==> src/rtl/serial_port_pkg.sv <==
// Shared UART definitions for the serial port peripheral: frame geometry and FSM state encodings.
package serial_port_pkg;

  localparam int unsigned DATA_BITS  = 8;
  localparam logic        IDLE_LEVEL = 1'b1;

  localparam logic [1:0] UART_IDLE  = 2'd0;
  localparam logic [1:0] UART_START = 2'd1;
  localparam logic [1:0] UART_DATA  = 2'd2;
  localparam logic [1:0] UART_STOP  = 2'd3;

  typedef enum logic [1:0] {
    StIdle  = UART_IDLE,
    StStart = UART_START,
    StData  = UART_DATA,
    StStop  = UART_STOP
  } uart_state_e;

endpackage

==> src/rtl/serial_tx_fifo.sv <==
// Synchronous TX byte queue; pointers carry an extra wrap bit to tell full from empty.
module serial_tx_fifo import serial_port_pkg::*; #(
  parameter int unsigned DEPTH = 8,
  parameter int unsigned WIDTH = DATA_BITS
) (
  input  logic             clock,
  input  logic             reset,
  input  logic             push,
  input  logic             pop,
  input  logic [WIDTH-1:0] din,
  output logic [WIDTH-1:0] dout,
  output logic             full,
  output logic             empty
);

  localparam int unsigned AW = $clog2(DEPTH);

  logic [AW:0]      wr_ptr_q, rd_ptr_q;
  logic [WIDTH-1:0] mem_q [DEPTH];
  logic             do_push, do_pop;

  assign empty   = (wr_ptr_q == rd_ptr_q);
  assign full    = (wr_ptr_q[AW] != rd_ptr_q[AW]) && (wr_ptr_q[AW-1:0] == rd_ptr_q[AW-1:0]);
  assign do_push = push && !full;
  assign do_pop  = pop && !empty;
  assign dout    = mem_q[rd_ptr_q[AW-1:0]];

  always_ff @(posedge clock or negedge reset) begin
    if (!reset) begin
      wr_ptr_q <= '0;
      rd_ptr_q <= '0;
    end else begin
      if (do_push) wr_ptr_q <= wr_ptr_q + (AW+1)'(1);
      if (do_pop)  rd_ptr_q <= rd_ptr_q + (AW+1)'(1);
    end
  end

  always_ff @(posedge clock) begin
    if (do_push) mem_q[wr_ptr_q[AW-1:0]] <= din;
  end

endmodule

==> src/rtl/serial_port_uart.sv <==
// Processor-side serial port peripheral: queued 8N1 UART transmitter and a single-byte
// receive holding register with valid/rden handshake.
module serial_port_uart import serial_port_pkg::*; #(
  parameter int unsigned CLKS_PER_BIT  = 16,
  parameter int unsigned TX_FIFO_DEPTH = 8
) (
  input  logic       clock,
  input  logic       reset,
  input  logic [7:0] proc_wdata,
  input  logic       proc_wren,
  output logic       proc_ready,
  output logic [7:0] proc_rdata,
  output logic       proc_valid,
  input  logic       proc_rden,
  output logic       uart_tx,
  input  logic       uart_rx,
  output logic       tx_overflow,
  output logic       rx_overrun,
  output logic       rx_frame_err
);

  localparam int unsigned    CntW    = $clog2(CLKS_PER_BIT);
  localparam logic [CntW-1:0] BitEnd  = CntW'(CLKS_PER_BIT - 1);
  localparam logic [CntW-1:0] HalfEnd = CntW'(CLKS_PER_BIT / 2 - 1);
  localparam logic [2:0]      LastBit = 3'(DATA_BITS - 1);

  // ---------------- TX path ----------------
  logic       fifo_push, fifo_pop, fifo_full, fifo_empty;
  logic [7:0] fifo_dout;

  uart_state_e          tx_state_q, tx_state_d;
  logic [CntW-1:0]      tx_cnt_q, tx_cnt_d;
  logic [2:0]           tx_bit_q, tx_bit_d;
  logic [7:0]           tx_shift_q, tx_shift_d;
  logic                 tx_overflow_q;

  // Ready reflects pre-edge state, so a write while full is dropped even if a pop frees a slot.
  assign proc_ready  = !fifo_full;
  assign fifo_push   = proc_wren && !fifo_full;
  assign tx_overflow = tx_overflow_q;

  serial_tx_fifo #(
    .DEPTH (TX_FIFO_DEPTH),
    .WIDTH (DATA_BITS)
  ) u_tx_fifo (
    .clock (clock),
    .reset (reset),
    .push  (fifo_push),
    .pop   (fifo_pop),
    .din   (proc_wdata),
    .dout  (fifo_dout),
    .full  (fifo_full),
    .empty (fifo_empty)
  );

  always_comb begin
    tx_state_d = tx_state_q;
    tx_cnt_d   = tx_cnt_q;
    tx_bit_d   = tx_bit_q;
    tx_shift_d = tx_shift_q;
    fifo_pop   = 1'b0;
    uart_tx    = IDLE_LEVEL;
    unique case (tx_state_q)
      StIdle: begin
        if (!fifo_empty) begin
          fifo_pop   = 1'b1;
          tx_shift_d = fifo_dout;
          tx_cnt_d   = '0;
          tx_state_d = StStart;
        end
      end
      StStart: begin
        uart_tx = 1'b0;
        if (tx_cnt_q == BitEnd) begin
          tx_cnt_d   = '0;
          tx_bit_d   = '0;
          tx_state_d = StData;
        end else begin
          tx_cnt_d = tx_cnt_q + 1'b1;
        end
      end
      StData: begin
        uart_tx = tx_shift_q[0];
        if (tx_cnt_q == BitEnd) begin
          tx_cnt_d   = '0;
          tx_shift_d = tx_shift_q >> 1;
          if (tx_bit_q == LastBit) tx_state_d = StStop;
          else                     tx_bit_d   = tx_bit_q + 1'b1;
        end else begin
          tx_cnt_d = tx_cnt_q + 1'b1;
        end
      end
      StStop: begin
        uart_tx = IDLE_LEVEL;
        if (tx_cnt_q == BitEnd) begin
          tx_cnt_d = '0;
          // Chain straight into the next start bit so queued frames run back-to-back.
          if (!fifo_empty) begin
            fifo_pop   = 1'b1;
            tx_shift_d = fifo_dout;
            tx_state_d = StStart;
          end else begin
            tx_state_d = StIdle;
          end
        end else begin
          tx_cnt_d = tx_cnt_q + 1'b1;
        end
      end
      default: tx_state_d = StIdle;
    endcase
  end

  always_ff @(posedge clock or negedge reset) begin
    if (!reset) begin
      tx_state_q    <= StIdle;
      tx_cnt_q      <= '0;
      tx_bit_q      <= '0;
      tx_shift_q    <= '0;
      tx_overflow_q <= 1'b0;
    end else begin
      tx_state_q <= tx_state_d;
      tx_cnt_q   <= tx_cnt_d;
      tx_bit_q   <= tx_bit_d;
      tx_shift_q <= tx_shift_d;
      if (proc_wren && fifo_full) tx_overflow_q <= 1'b1;
    end
  end

  // ---------------- RX path ----------------
  logic [1:0]      rx_sync_q;
  logic            rx_s;
  uart_state_e     rx_state_q, rx_state_d;
  logic [CntW-1:0] rx_cnt_q, rx_cnt_d;
  logic [2:0]      rx_bit_q, rx_bit_d;
  logic [7:0]      rx_shift_q, rx_shift_d;
  logic            byte_done, frame_err_d, frame_err_q;
  logic [7:0]      rdata_q, rdata_d;
  logic            valid_q, valid_d, overrun_q, overrun_d;

  assign rx_s = rx_sync_q[1];

  always_comb begin
    rx_state_d  = rx_state_q;
    rx_cnt_d    = rx_cnt_q;
    rx_bit_d    = rx_bit_q;
    rx_shift_d  = rx_shift_q;
    byte_done   = 1'b0;
    frame_err_d = 1'b0;
    unique case (rx_state_q)
      StIdle: begin
        if (!rx_s) begin
          rx_cnt_d   = '0;
          rx_state_d = StStart;
        end
      end
      StStart: begin
        if (rx_cnt_q == HalfEnd) begin
          rx_cnt_d   = '0;
          rx_bit_d   = '0;
          rx_state_d = rx_s ? StIdle : StData;
        end else begin
          rx_cnt_d = rx_cnt_q + 1'b1;
        end
      end
      StData: begin
        if (rx_cnt_q == BitEnd) begin
          rx_cnt_d   = '0;
          rx_shift_d = {rx_s, rx_shift_q[7:1]};
          if (rx_bit_q == LastBit) rx_state_d = StStop;
          else                     rx_bit_d   = rx_bit_q + 1'b1;
        end else begin
          rx_cnt_d = rx_cnt_q + 1'b1;
        end
      end
      StStop: begin
        if (rx_cnt_q == BitEnd) begin
          rx_cnt_d    = '0;
          rx_state_d  = StIdle;
          byte_done   = rx_s;
          frame_err_d = !rx_s;
        end else begin
          rx_cnt_d = rx_cnt_q + 1'b1;
        end
      end
      default: rx_state_d = StIdle;
    endcase
  end

  // A completing byte wins over a same-cycle read; it only counts as overrun if nobody read.
  always_comb begin
    rdata_d   = rdata_q;
    valid_d   = valid_q;
    overrun_d = overrun_q;
    if (byte_done) begin
      rdata_d = rx_shift_q;
      valid_d = 1'b1;
      if (valid_q && !proc_rden) overrun_d = 1'b1;
    end else if (proc_rden) begin
      valid_d = 1'b0;
    end
  end

  always_ff @(posedge clock or negedge reset) begin
    if (!reset) begin
      rx_sync_q   <= {2{IDLE_LEVEL}};
      rx_state_q  <= StIdle;
      rx_cnt_q    <= '0;
      rx_bit_q    <= '0;
      rx_shift_q  <= '0;
      frame_err_q <= 1'b0;
      rdata_q     <= '0;
      valid_q     <= 1'b0;
      overrun_q   <= 1'b0;
    end else begin
      rx_sync_q   <= {rx_sync_q[0], uart_rx};
      rx_state_q  <= rx_state_d;
      rx_cnt_q    <= rx_cnt_d;
      rx_bit_q    <= rx_bit_d;
      rx_shift_q  <= rx_shift_d;
      frame_err_q <= frame_err_d;
      rdata_q     <= rdata_d;
      valid_q     <= valid_d;
      overrun_q   <= overrun_d;
    end
  end

  assign proc_rdata   = rdata_q;
  assign proc_valid   = valid_q;
  assign rx_overrun   = overrun_q;
  assign rx_frame_err = frame_err_q;

endmodule

==> config.mk <==
export PLATFORM = sky130hd
export DESIGN_NAME = serial_port_uart
export DESIGN_NICKNAME = d
export VERILOG_FILES = /design/src/rtl/serial_port_pkg.sv /design/src/rtl/serial_tx_fifo.sv /design/src/rtl/serial_port_uart.sv
export SDC_FILE = /design/constraint.sdc
export NUM_CORES = 1
export LEC_CHECK = 0
export CAP_MARGIN = 20
export CORE_MARGIN = 2
export CORE_UTILIZATION = 54
export DETAILED_ROUTE_END_ITERATION = 7
export PLACE_DENSITY = 0.8
export RECOVER_POWER = 25
export SLEW_MARGIN = 20
export SYNTH_ARGS = -nofsm -noshare
export SYNTH_HDL_FRONTEND = slang
export SYNTH_SLANG_ARGS = --single-unit
==> constraint.sdc <==
create_clock -name clock -period 1.8 [get_ports clock]
set_input_delay 0.54 -clock clock [delete_from_list [all_inputs] [get_ports clock]]
set_output_delay 0.54 -clock clock [all_outputs]
set_load 0.05 [all_outputs]
==> flow_summary.toml <==
[run_status]
status = "finished, violations left"
violations = "negative setup slack"

[sta]
fin_skew_ns = 0.008185
slew_headroom_pct = 24.10
min_period_over_period_pct = 119.7
tightest_slew_ns = 1.139
setup_violations = 12
fmax_ghz = 0.4642
fin_hold_ws_ns = 0.3731
hold_viol_final = 0
rsz0062_at_grt = "yes"
min_period_ns = 2.154
drv_slew = 0
setup_slack_ns = -0.3543

[placed_design]
numPortBuffers = 26
place_ws_ns = -0.2466
place_hpwl_mm = 6.504
gp_congestion = 0.8325

[floorplan]
die_y_um = 101.9
ios = 27
die_x_um = 101.9
core_mm2 = 0.009284
rows = 35
initial_core_util_pct = 55.71
dieArea_mm2 = 0.01038

[synth]
avgSynthCellArea_um2 = 15.53
synthCells = 333
yosysWarnings = 0
synth_edf_count = 64
netlist_area_mm2 = 0.005172
ys_seq_area_share_pct = 64.30
synthDistinctLibCells = 53
ys_ff_latch = 120
synthFlopType = "edfxtp_1"
syn-num-nets = 359
async_reset_ff_share_pct = 46.67

[routing]
antenna_left = 0
drc = 0
vias_per_cell = 5.787
wl_met3_um = 620
vias = 3287
drtIter0Drc = 169
first_pass_iters = 5
m1WireLength_mm = 4.898
wl_met2_mm = 5.926
dr.max_layer_used = "met4"
wl_per_cell_um = 20.66
wirelength_mm = 11.74

[grt]
grt_max_degree = 39
grt.total_usage_pct = 24.11
grt_pass1_wl_mm = 18.17
grt_pass1_vias = 3421
grt_antenna_before_repair = 0
overflow = 0

[worst_setup_path]
crit_arrival_ns = 1.61
critPathMaxFanout = 2
worstSetupStartpointType = "register"
cp.required_ns = 1.26
path_class = "register to output pin"
crit_path_end_kind = "output pin"

[job]
drv_cap = 0

[clocking]
cts_sinks = 120
numCtsBuffers = 17
cts_tree = "built"
max-clock-path-buffers = 2
ctsRootBufferMaster = "clkbuf_8"
insertion_delay_ns = 0.53
cts.clk_slew.worst_paths_ns = 0.06
cts_max_level = 4

[final_layout]
syn2layout_area_growth_pct = 34.69
drive_above_1_share_pct = 44.87
fillerInstances = 518
fin_nets = 452
post-route-util_pct = 75.04
n_antenna_cell = 0

[pwr]
p_leak_nw = 2.803
ir_drop_mv = 1.458
power_mw = 12.77
power.density_mw_per_mm2 = 1832

[worst_hold_path]
hold_path.class = "register to register"
power breakdown:
group / total, mW / internal (mW) / switching [mW]
logic: 5.31 / 2.81 / 2.50
clock network: 3.46 / 2.14 / 1.32
registers: 4.00 / 3.50 / 0.502
through the flow:
stage,setup TNS [ns],instance area [um^2],instances
global placement,-7.229,5981,513
floorplan,-17.40,5303,333
finish,-1.203,6967,568
global route,-1.964,6967,568
detailed placement,-9.760,5981,513
CTS,-0.8335,6844,565
cell usage in the layout (no fill, tap or decap), drive strengths merged, types with 2 or more instances in the layout:
cell	netlist	routed
or2	2	2
a211oi	9	9
inv	5	12
dfrtp	54	54
edfxtp	64	64
ha	13	13
buf	10	74
o21ai	10	10
nor3b	2	2
nand4	2	2
nand2b	5	5
and3	3	3
clkinv	0	5
nor2	15	15
a22o	3	3
a32o	2	2
nor2b	2	2
and2	3	3
nor3	13	13
dfstp	2	2
nand3b	2	2
xnor2	7	7
clkdlybuf4s50	0	4
o21bai	2	2
o22ai	8	8
mux2i	7	7
mux2	24	24
clkbuf	3	18
dlygate4sd3	0	8
xor2	5	5
a21oi	6	6
nand2	12	12
nand3	12	12
bufinv	0	3
mux4	16	16
cell usage after synthesis, types with 8 or more instances:
cell | n | area, um^2
a211oi_1 | 9 | 67.56
nor2_1 | 15 | 56.30
mux4_2 | 14 | 315.3
o22ai_1 | 8 | 50.05
ha_1 | 13 | 162.7
mux2_2 | 20 | 225.2
nand3_1 | 12 | 60.06
o21ai_0 | 10 | 50.05
nor3_1 | 10 | 50.05
nand2_1 | 12 | 45.04
dfrtp_1 | 54 | 1351
edfxtp_1 | 64 | 1922
state kept, by name (all words and copies together) (netlist names), named ones only:
register,count
proc_rdata,8
proc_valid,1
rx_bit_q,3
rx_cnt_q,4
rx_frame_err,1
rx_overrun,1
rx_shift_q,8
rx_state_q,1
rx_sync_q,2
tx_bit_q,3
tx_cnt_q,4
tx_overflow,1
tx_shift_q,8
tx_state_q,2
u_tx_fifo.mem_q,64
u_tx_fifo.rd_ptr_q,4
u_tx_fifo.wr_ptr_q,4
cell type report:
class | instances | area (um^2) | area share, %
Clock inverter | 15 | 186.4 | 2.676
Clock buffer | 17 | 414.1 | 5.945
Timing Repair Buffer | 87 | 829.5 | 11.91
Inverter | 5 | 18.77 | 0.2694
Tap cell | 129 | 161.4 | 2.317
Multi-Input combinational cell | 195 | 2022 | 29.02
Sequential cell | 120 | 3334 | 47.86
timing repair:
item                                    CTS  global route
hold buffers                              1             0
buffers inserted                         21             6
endpoints found under the hold margin    16             0
pin swaps                                14            10
gates resized for setup                  33            19
endpoints found under the setup margin   67            51
routing by layer:
| metal | vias to the layer above | global-route usage [%] |
|---|---|---|
| met2 | 115 | 37.96 |
| met3 | 24 | 7.387 |
| li1 | 1483 | - |
| met4 | 0 | 11.38 |
| met1 | 1665 | 30.97 |
| met5 | - | 0 |
final timing paths:
| kind | start | endpoint | slack [ns] | depth (start not counted) |
|---|---|---|---|---|
| min in group asynchronous | reset | tx_bit_q[0] | 0.75 | 2 |
| max | u_tx_fifo.rd_ptr_q[3] | proc_ready | -0.35 | 3 |
| max in group asynchronous | reset | u_tx_fifo.wr_ptr_q[2] | 0.25 | 3 |
| min reg2reg | rx_sync_q[0] | rx_sync_q[1] | 0.37 | 0 |
| max reg2reg | tx_state_q[1] | tx_state_q[1] | -0.10 | 7 |
| min | rx_sync_q[0] | rx_sync_q[1] | 0.37 | 0 |
kinds of logic after synthesis:
logic type,after synthesis,share of synthesized area [%]
adder cells (fa/ha/maj),13,3.145
XOR/XNOR,12,2.032
AND/OR/NAND/NOR,75,8.007
flip-flops,120,64.30
buffers and inverters,18,2.129
multiplexers,47,13.91
AO/OA/AOI/OAI,48,6.483
worst max-delay path: stages, from the launching register on:
cell     delay (ns)
dfrtp_1        0.42
xor2_1         0.22
nand4_1        0.22
buf_6          0.23
(Power assumes the default switching activity.)
